==> src/rtl/multicycle_ctrl.sv <==
// multicycle_ctrl
//   Control FSM for the multi-cycle MIPS-subset core. It steps each instruction
//   through FETCH / DECODE / EXECUTE / MEM / WB, steering the shared ALU, the
//   unified memory port, IR, PC and register file. Memory accesses may stall on
//   mem_ready. Undecodable opcodes and memory timeouts trap into a sticky error
//   state that only reset leaves.
//
// Ports
//   clk, rst_n      clock (rising edge), asynchronous active-low reset
//   op              opcode IR[31:26], stable from DECODE to end of instruction
//   zero            ALU zero flag, used by BEQ/BNE
//   mem_ready       memory completes the access presented this cycle
//   mem_req/mem_we/iord            memory request, write strobe, address select
//   ir_write/pc_write/pc_src       IR load, PC load and PC source select
//   alu_src_a/alu_src_b/alu_op     ALU operand and operation selects
//   reg_write/reg_dst/mem_to_reg   register file write controls
//   instr_done      one-cycle pulse in the last cycle of a retired instruction
//   illegal/bus_err sticky trap flags (illegal opcode / memory timeout)

module multicycle_ctrl #(
    parameter int MAX_WAIT = 15
) (
    input  logic       clk,
    input  logic       rst_n,
    input  logic [5:0] op,
    input  logic       zero,
    input  logic       mem_ready,
    output logic       mem_req,
    output logic       mem_we,
    output logic       iord,
    output logic       ir_write,
    output logic       pc_write,
    output logic [1:0] pc_src,
    output logic       alu_src_a,
    output logic [1:0] alu_src_b,
    output logic [1:0] alu_op,
    output logic       reg_write,
    output logic       reg_dst,
    output logic       mem_to_reg,
    output logic       instr_done,
    output logic       illegal,
    output logic       bus_err
);

    localparam logic [5:0] OP_RTYPE = 6'b000000;
    localparam logic [5:0] OP_ADDI  = 6'b001000;
    localparam logic [5:0] OP_LW    = 6'b100011;
    localparam logic [5:0] OP_SW    = 6'b101011;
    localparam logic [5:0] OP_BEQ   = 6'b000100;
    localparam logic [5:0] OP_BNE   = 6'b000101;
    localparam logic [5:0] OP_J     = 6'b000010;

    // A zero-width counter is not legal, so MAX_WAIT=0 (no timeout) keeps one bit.
    localparam int CW = (MAX_WAIT > 0) ? $clog2(MAX_WAIT + 1) : 1;
    localparam logic [CW-1:0] LAST_WAIT = (MAX_WAIT > 0) ? CW'(MAX_WAIT - 1) : '0;

    typedef enum logic [3:0] {
        S_RST, S_FETCH, S_DECODE, S_MEMADR, S_MEMRD, S_MEMWB, S_MEMWR,
        S_EXEC, S_RWB, S_ADDIEX, S_ADDIWB, S_BRANCH, S_JUMP, S_ERR
    } state_t;

    state_t        state;
    state_t        next_state;
    logic [CW-1:0] wait_cnt;
    logic          in_mem;
    logic          timeout;
    logic          set_illegal;

    // The wait counter only means something while a memory access is pending.
    // A ready in the last allowed cycle still completes: ready wins over timeout.
    assign in_mem  = (state == S_FETCH) || (state == S_MEMRD) || (state == S_MEMWR);
    assign timeout = (MAX_WAIT > 0) && in_mem && !mem_ready && (wait_cnt == LAST_WAIT);

    // Next-state selection; DECODE flags undecodable opcodes for the trap.
    always_comb begin
        next_state  = state;
        set_illegal = 1'b0;
        case (state)
            S_RST:    next_state = S_FETCH;
            S_FETCH: begin
                if (mem_ready)    next_state = S_DECODE;
                else if (timeout) next_state = S_ERR;
            end
            S_DECODE: begin
                case (op)
                    OP_LW, OP_SW:   next_state = S_MEMADR;
                    OP_RTYPE:       next_state = S_EXEC;
                    OP_ADDI:        next_state = S_ADDIEX;
                    OP_BEQ, OP_BNE: next_state = S_BRANCH;
                    OP_J:           next_state = S_JUMP;
                    default: begin
                        next_state  = S_ERR;
                        set_illegal = 1'b1;
                    end
                endcase
            end
            S_MEMADR: next_state = (op == OP_LW) ? S_MEMRD : S_MEMWR;
            S_MEMRD: begin
                if (mem_ready)    next_state = S_MEMWB;
                else if (timeout) next_state = S_ERR;
            end
            S_MEMWB:  next_state = S_FETCH;
            S_MEMWR: begin
                if (mem_ready)    next_state = S_FETCH;
                else if (timeout) next_state = S_ERR;
            end
            S_EXEC:   next_state = S_RWB;
            S_RWB:    next_state = S_FETCH;
            S_ADDIEX: next_state = S_ADDIWB;
            S_ADDIWB: next_state = S_FETCH;
            S_BRANCH: next_state = S_FETCH;
            S_JUMP:   next_state = S_FETCH;
            S_ERR:    next_state = S_ERR;
            default:  next_state = S_ERR;
        endcase
    end

    // State, wait counter and sticky trap flags. The counter only grows while a
    // memory state stalls in place; any other transition leaves it cleared, so
    // every fresh FETCH/MEMRD/MEMWR starts counting from zero. Only one trap can
    // fire because ERR is never left without reset.
    always_ff @(posedge clk or negedge rst_n) begin
        if (!rst_n) begin
            state    <= S_RST;
            wait_cnt <= '0;
            illegal  <= 1'b0;
            bus_err  <= 1'b0;
        end else begin
            state <= next_state;
            if (in_mem && !mem_ready && !timeout) wait_cnt <= wait_cnt + CW'(1);
            else                                  wait_cnt <= '0;
            if (set_illegal) illegal <= 1'b1;
            if (timeout)     bus_err <= 1'b1;
        end
    end

    // Control outputs decode from the state; only FETCH, MEMWR and BRANCH also
    // look at mem_ready or zero. RST and ERR leave everything low.
    always_comb begin
        mem_req    = 1'b0;
        mem_we     = 1'b0;
        iord       = 1'b0;
        ir_write   = 1'b0;
        pc_write   = 1'b0;
        pc_src     = 2'b00;
        alu_src_a  = 1'b0;
        alu_src_b  = 2'b00;
        alu_op     = 2'b00;
        reg_write  = 1'b0;
        reg_dst    = 1'b0;
        mem_to_reg = 1'b0;
        instr_done = 1'b0;
        case (state)
            S_FETCH: begin
                mem_req   = 1'b1;
                alu_src_b = 2'b01;
                ir_write  = mem_ready;
                pc_write  = mem_ready;
            end
            S_DECODE: alu_src_b = 2'b11;
            S_MEMADR: begin
                alu_src_a = 1'b1;
                alu_src_b = 2'b10;
            end
            S_MEMRD: begin
                mem_req = 1'b1;
                iord    = 1'b1;
            end
            S_MEMWB: begin
                reg_write  = 1'b1;
                mem_to_reg = 1'b1;
                instr_done = 1'b1;
            end
            S_MEMWR: begin
                mem_req    = 1'b1;
                mem_we     = 1'b1;
                iord       = 1'b1;
                instr_done = mem_ready;
            end
            S_EXEC: begin
                alu_src_a = 1'b1;
                alu_op    = 2'b10;
            end
            S_RWB: begin
                reg_write  = 1'b1;
                reg_dst    = 1'b1;
                instr_done = 1'b1;
            end
            S_ADDIEX: begin
                alu_src_a = 1'b1;
                alu_src_b = 2'b10;
            end
            S_ADDIWB: begin
                reg_write  = 1'b1;
                instr_done = 1'b1;
            end
            S_BRANCH: begin
                alu_src_a  = 1'b1;
                alu_op     = 2'b01;
                pc_src     = 2'b01;
                pc_write   = ((op == OP_BEQ) && zero) || ((op == OP_BNE) && !zero);
                instr_done = 1'b1;
            end
            S_JUMP: begin
                pc_src     = 2'b10;
                pc_write   = 1'b1;
                instr_done = 1'b1;
            end
            default: ;
        endcase
    end

endmodule

==> config.mk <==
export PLATFORM = sky130hd
export DESIGN_NAME = multicycle_ctrl
export DESIGN_NICKNAME = d
export VERILOG_FILES = /design/src/rtl/multicycle_ctrl.sv
export SDC_FILE = /design/constraint.sdc
export NUM_CORES = 1
export LEC_CHECK = 0
export CAP_MARGIN = 30
export CORE_MARGIN = 3
export CORE_UTILIZATION = 44
export DETAILED_ROUTE_END_ITERATION = 8
export HOLD_SLACK_MARGIN = 0.06
export PLACE_DENSITY = 0.78
export SLEW_MARGIN = 20
export SYNTH_ARGS = -nofsm -noshare
export SYNTH_HDL_FRONTEND = slang
export SYNTH_SLANG_ARGS = --single-unit
==> constraint.sdc <==
create_clock -name clk -period 1.7 [get_ports clk]
set_input_delay 0.34 -clock clk [delete_from_list [all_inputs] [get_ports clk]]
set_output_delay 0.34 -clock clk [all_outputs]
set_load 0.1 [all_outputs]
==> results of run 1 <==
## metrics by stage
step	setup WS (ns)	area, um^2	cells	TNS, ns
global placement	-0.199	1570	171	-0.458
floorplan	-0.393	981	103	-1.55
## synthesized netlist by cell type (3+ instances only)
library cell / count / share of area
nor3_1: 5 / 0.031
buf_2: 3 / 0.019
o21ai_1: 4 / 0.025
a21oi_1: 8 / 0.050
nand2_1: 11 / 0.052
nand3_1: 5 / 0.031
nand2b_1: 8 / 0.063
xor2_1: 3 / 0.033
nor2_1: 16 / 0.075
dfrtp_1: 10 / 0.31
## cell families after synthesis
family | after synthesis
AOI/OAI and AO/OA | 27
DFF | 10
and+or+nand+nor | 53
buffers and inverters | 7
adders and majority gates | 2
xor gates and xnor gates | 4
==> metrics.yaml, run 1 <==
die:
  die_h_um: 48.7
  initial_utilization: 0.497
  row_count: 14
  die_w_um: 48.7
  ioPinCount: 28
yosys:
  synth_fa_ha_area_frac: 0.0313
  synth_compound_area_frac: 0.225
  synth_area_um2: 801
  ys_seq_elements: 10
  syn_inst: 103
  synth_top_family_by_area: "simple AND/OR/NAND/NOR gates"
  synth_xor_area_frac: 0.0438
  synth_warnings: 0
  synth_enable_flop_cells: 0
  async_flop_share: 1.00
  muxShareOfSynthArea: 0
  synth_ff_type: "dfrtp_1"
  syn-num-nets: 115
  synth_area_per_cell_um2: 7.77
  synthSimpleGateAreaFrac: 0.341
  yosysUniqueCellTypes: 33
  yosysSeqAreaShare: 0.313
outcome:
  stop_stage: "detailed placement"
  error: "[ERROR DPL-0033] detailed placement checks failed during check placement."
  status: "did not finish"
place:
  hpwlAfterDp_um: 2760
  portBuffers: 27
  place_congestion: 0.825
==> run 2, diff against run 1 <==
- CORE_AREA: not set -> 3 3 64 66
- CORE_MARGIN: 3 -> not set
- CORE_UTILIZATION: 44 -> not set
- DIE_AREA: not set -> 0 0 67 69
- HOLD_SLACK_MARGIN: 0.06 -> not set
- PLACE_DENSITY: 0.78 -> not set
- PLACE_DENSITY_LB_ADDON: not set -> 0.15
==> run 2 against run 1 <==
The flow now finishes, with violations (negative setup slack). Synthesized cell count stayed put. Area after synthesis stayed put.
==> metrics.yaml, run 2 <==
timing:
  slew_violations: 0
  finalHoldViolations: 0
  worst_pin_slew_ns: 0.434
  setup_viol: 11
  slew_headroom: 0.710
  finalClockSkew_ns: 0.00451
  max_freq_mhz: 568
  finalCritPeriodShare: 1.04
  grt_setup_unrepaired: "true"
  fin_crit_ns: 1.76
  setup_slack_ns: -0.0614
clock_tree:
  cts_tree: "built"
  clock_latency_ns: 0.23
  numCtsBuffers: 3
  ctsHoldBuffers: 0
  clkTransAtPathRegs_ns: 0.05
  clockBufferDepth: 2
  cts_root_buf: "clkbuf_8"
  h-tree-depth: 1
  numClockSinks: 10
setup_path:
  critPathLaunchType: "flip-flop"
  slowest_delay_ns: 0.47
  crit_family: "flip-flops"
  crit_type: "reg2out"
  crit_arrival_ns: 1.42
  cp_data_required_time_ns: 1.36
  crit_fanout: 7
  crit_buf_inv: 2
  end_kind: "output port"
  crit_chain: "buf_6 -> nand2b_4 -> nor2_4 -> nand4_1 -> o21ai_4 -> buf_12"
  crit_slowest_cell: "dfrtp_2"
yosys:
  muxShareOfSynthArea: 0  # unchanged
  syn-num-nets: 115  # unchanged
  synth_xor_area_frac: 0.0438  # unchanged
  synth_fa_ha_area_frac: 0.0313  # unchanged
  synth_area_um2: 801  # unchanged
  synth_commonest_cells: "16 x nor2_1, 11 x nand2_1, 10 x dfrtp_1"
  synth_area_per_cell_um2: 7.77  # unchanged
  synth_top_family_by_area: "simple AND/OR/NAND/NOR gates"
  synth_enable_flop_cells: 0  # unchanged
  synth_compound_area_frac: 0.225  # unchanged
  yosysMostFrequentCell: "nor2_1"
  synth_ff_type: "dfrtp_1"
  async_flop_share: 1.00  # unchanged
  syn_inst: 103  # unchanged
  synth_top_area_share: 0.313  # unchanged
  yosysUniqueCellTypes: 33  # unchanged
  yosysSeqAreaShare: 0.313  # unchanged
  yosysTopAreaCell: "dfrtp_1"
  synthSimpleGateAreaFrac: 0.341  # unchanged
  synth.area.top_cells: "dfrtp_1 31%, nor2_1 7.5%, nand2b_1 6.3%"
  ys_seq_elements: 10  # unchanged
  synth_warnings: 0  # unchanged
outcome:
  failed_checks: "negative setup slack"
  status: "finished, violations left"
finish:
  mostFrequentLayoutCells: "29 x buf_4, 19 x buf_12, 9 x buf_6"
  reg.largest.list: "state x4, wait_cnt x4"
  fillCellCount: 356
  final_nets: 182
  area_growth_pct: 138
  layout_commonest_cell: "buf_4"
  fin_area_um2: 1910
  diodes: 0
  drive_above_1_share: 0.577
global_route:
  grt_max_degree: 11
  grt_use_total: 0.123
  grt-ovfl-total: 0
  grt_pass1_wl_um: 4640
  antenna_found_initial: 0
  grt_pass1_vias: 1010
drt:
  wire_per_inst_um: 12.9
  vias_per_cell: 4.64
  drt-initial-drc-count: 35
  firstDrtPassIters: 5
  vias: 1003
  post-route-drc-count: 0
  ant_nets: 0
  drt_wl_total_um: 2790
job:
  max_cap_violations: 0
min_path:
  hold_class: "in2async"
die:
  ioPinCount: 28  # unchanged
  core_area_um2: 3630
  die_w_um: 67  # +38%
  fp.dieArea_um2: 4620
  row_count: 22  # +8
  die_h_um: 69  # +42%
  initial_utilization: 0.220  # -0.277
place:
  hpwlAfterDp_um: 2080  # -25%
  post_dp_cell_area_um2: 1620
  place_congestion: 0.805  # -2.3%
  portBuffers: 27  # unchanged
run 2: cell counts after synthesis:
No cell type changed its count.
run 2: stage by stage:
| step | instances | setup WS, ns | utilization | hold WS, ns | TNS, ns |
|---|---|---|---|---|---|
| 3_3_place_gp | 196 | -0.208 | 0.447 | 0.469 | -0.703 |
| 6_report | 216 | -0.0614 | 0.525 | 0.419 | -0.305 |
| 2_1_floorplan | 103 | -0.393 | - | 0.0444 | -1.55 |
| 3_5_place_dp | 196 | -0.227 | 0.447 | 0.477 | -0.770 |
| 4_1_cts | 210 | -0.0537 | 0.501 | 0.441 | -0.292 |
| 5_1_grt | 216 | -0.141 | 0.525 | 0.460 | -0.878 |
run 2: worst paths after layout:
kind | start | end | slack, ns | depth (start not counted)
hold / removal | rst_n | wait_cnt[0] | 0.42 | 1
max in group asynchronous | rst_n | state[1] | 0.95 | 1
setup reg to reg | state[3] | wait_cnt[2] | 0.32 | 6
hold reg to reg | wait_cnt[0] | wait_cnt[0] | 0.48 | 1
setup / recovery | state[3] | pc_write | -0.06 | 6
min in group clk | wait_cnt[0] | wait_cnt[0] | 0.48 | 1
run 2: final cells by class:
cell class	instances	area, um^2	area share
clock buffers	3	41.3	0.0216
inverters	2	7.51	0.00393
multi-input cells	86	738	0.387
flip-flops and latches	10	255	0.134
well taps	48	60.1	0.0315
repair buffers	67	807	0.423
run 2: what timing repair did:
| item | 4_1_cts | 5_1_grt |
|---|---|---|
| gates cloned | 0 | 1 |
| hold endpoints to repair | 0 | 0 |
| pin swaps | 9 | 9 |
| gates resized for setup | 29 | 6 |
| setup buffers | 11 | 5 |
| setup endpoints to repair | 14 | 14 |
run 2: layer usage:
metal	GRT usage	vias up	share of wire
li1	-	506	-
met1	0.175	472	0.46
met2	0.199	25	0.51
met3	0.00651	0	0.027
met4	0.0360	0	0
met5	0	-	0
run 2: cell families after synthesis:
family / after synthesis
buffers and inverters: 7
AOI/OAI and AO/OA: 27
xor gates and xnor gates: 4
and+or+nand+nor: 53
adders and majority gates: 2
DFF: 10
run 2: worst reg2reg max path, stage by stage, from the launching register on:
cell	delay, ns
dfrtp_2	0.48
nand2b_4	0.20
buf_6	0.14
o2bb2ai_4	0.16
buf_4	0.14
nand2_1	0.09
nor2_1	0.13
Power of run 2 is not shown: default switching activity piles up to over one toggle a cycle in this logic, so the estimate is an artifact.
==> run 3, diff against run 2 <==
- TNS_END_PERCENT: not set -> 100
==> results of run 3 <==
Same layout as run 2: the final DEF is identical, and so are final timing and power.
Power of run 3 is left out for the same reason.
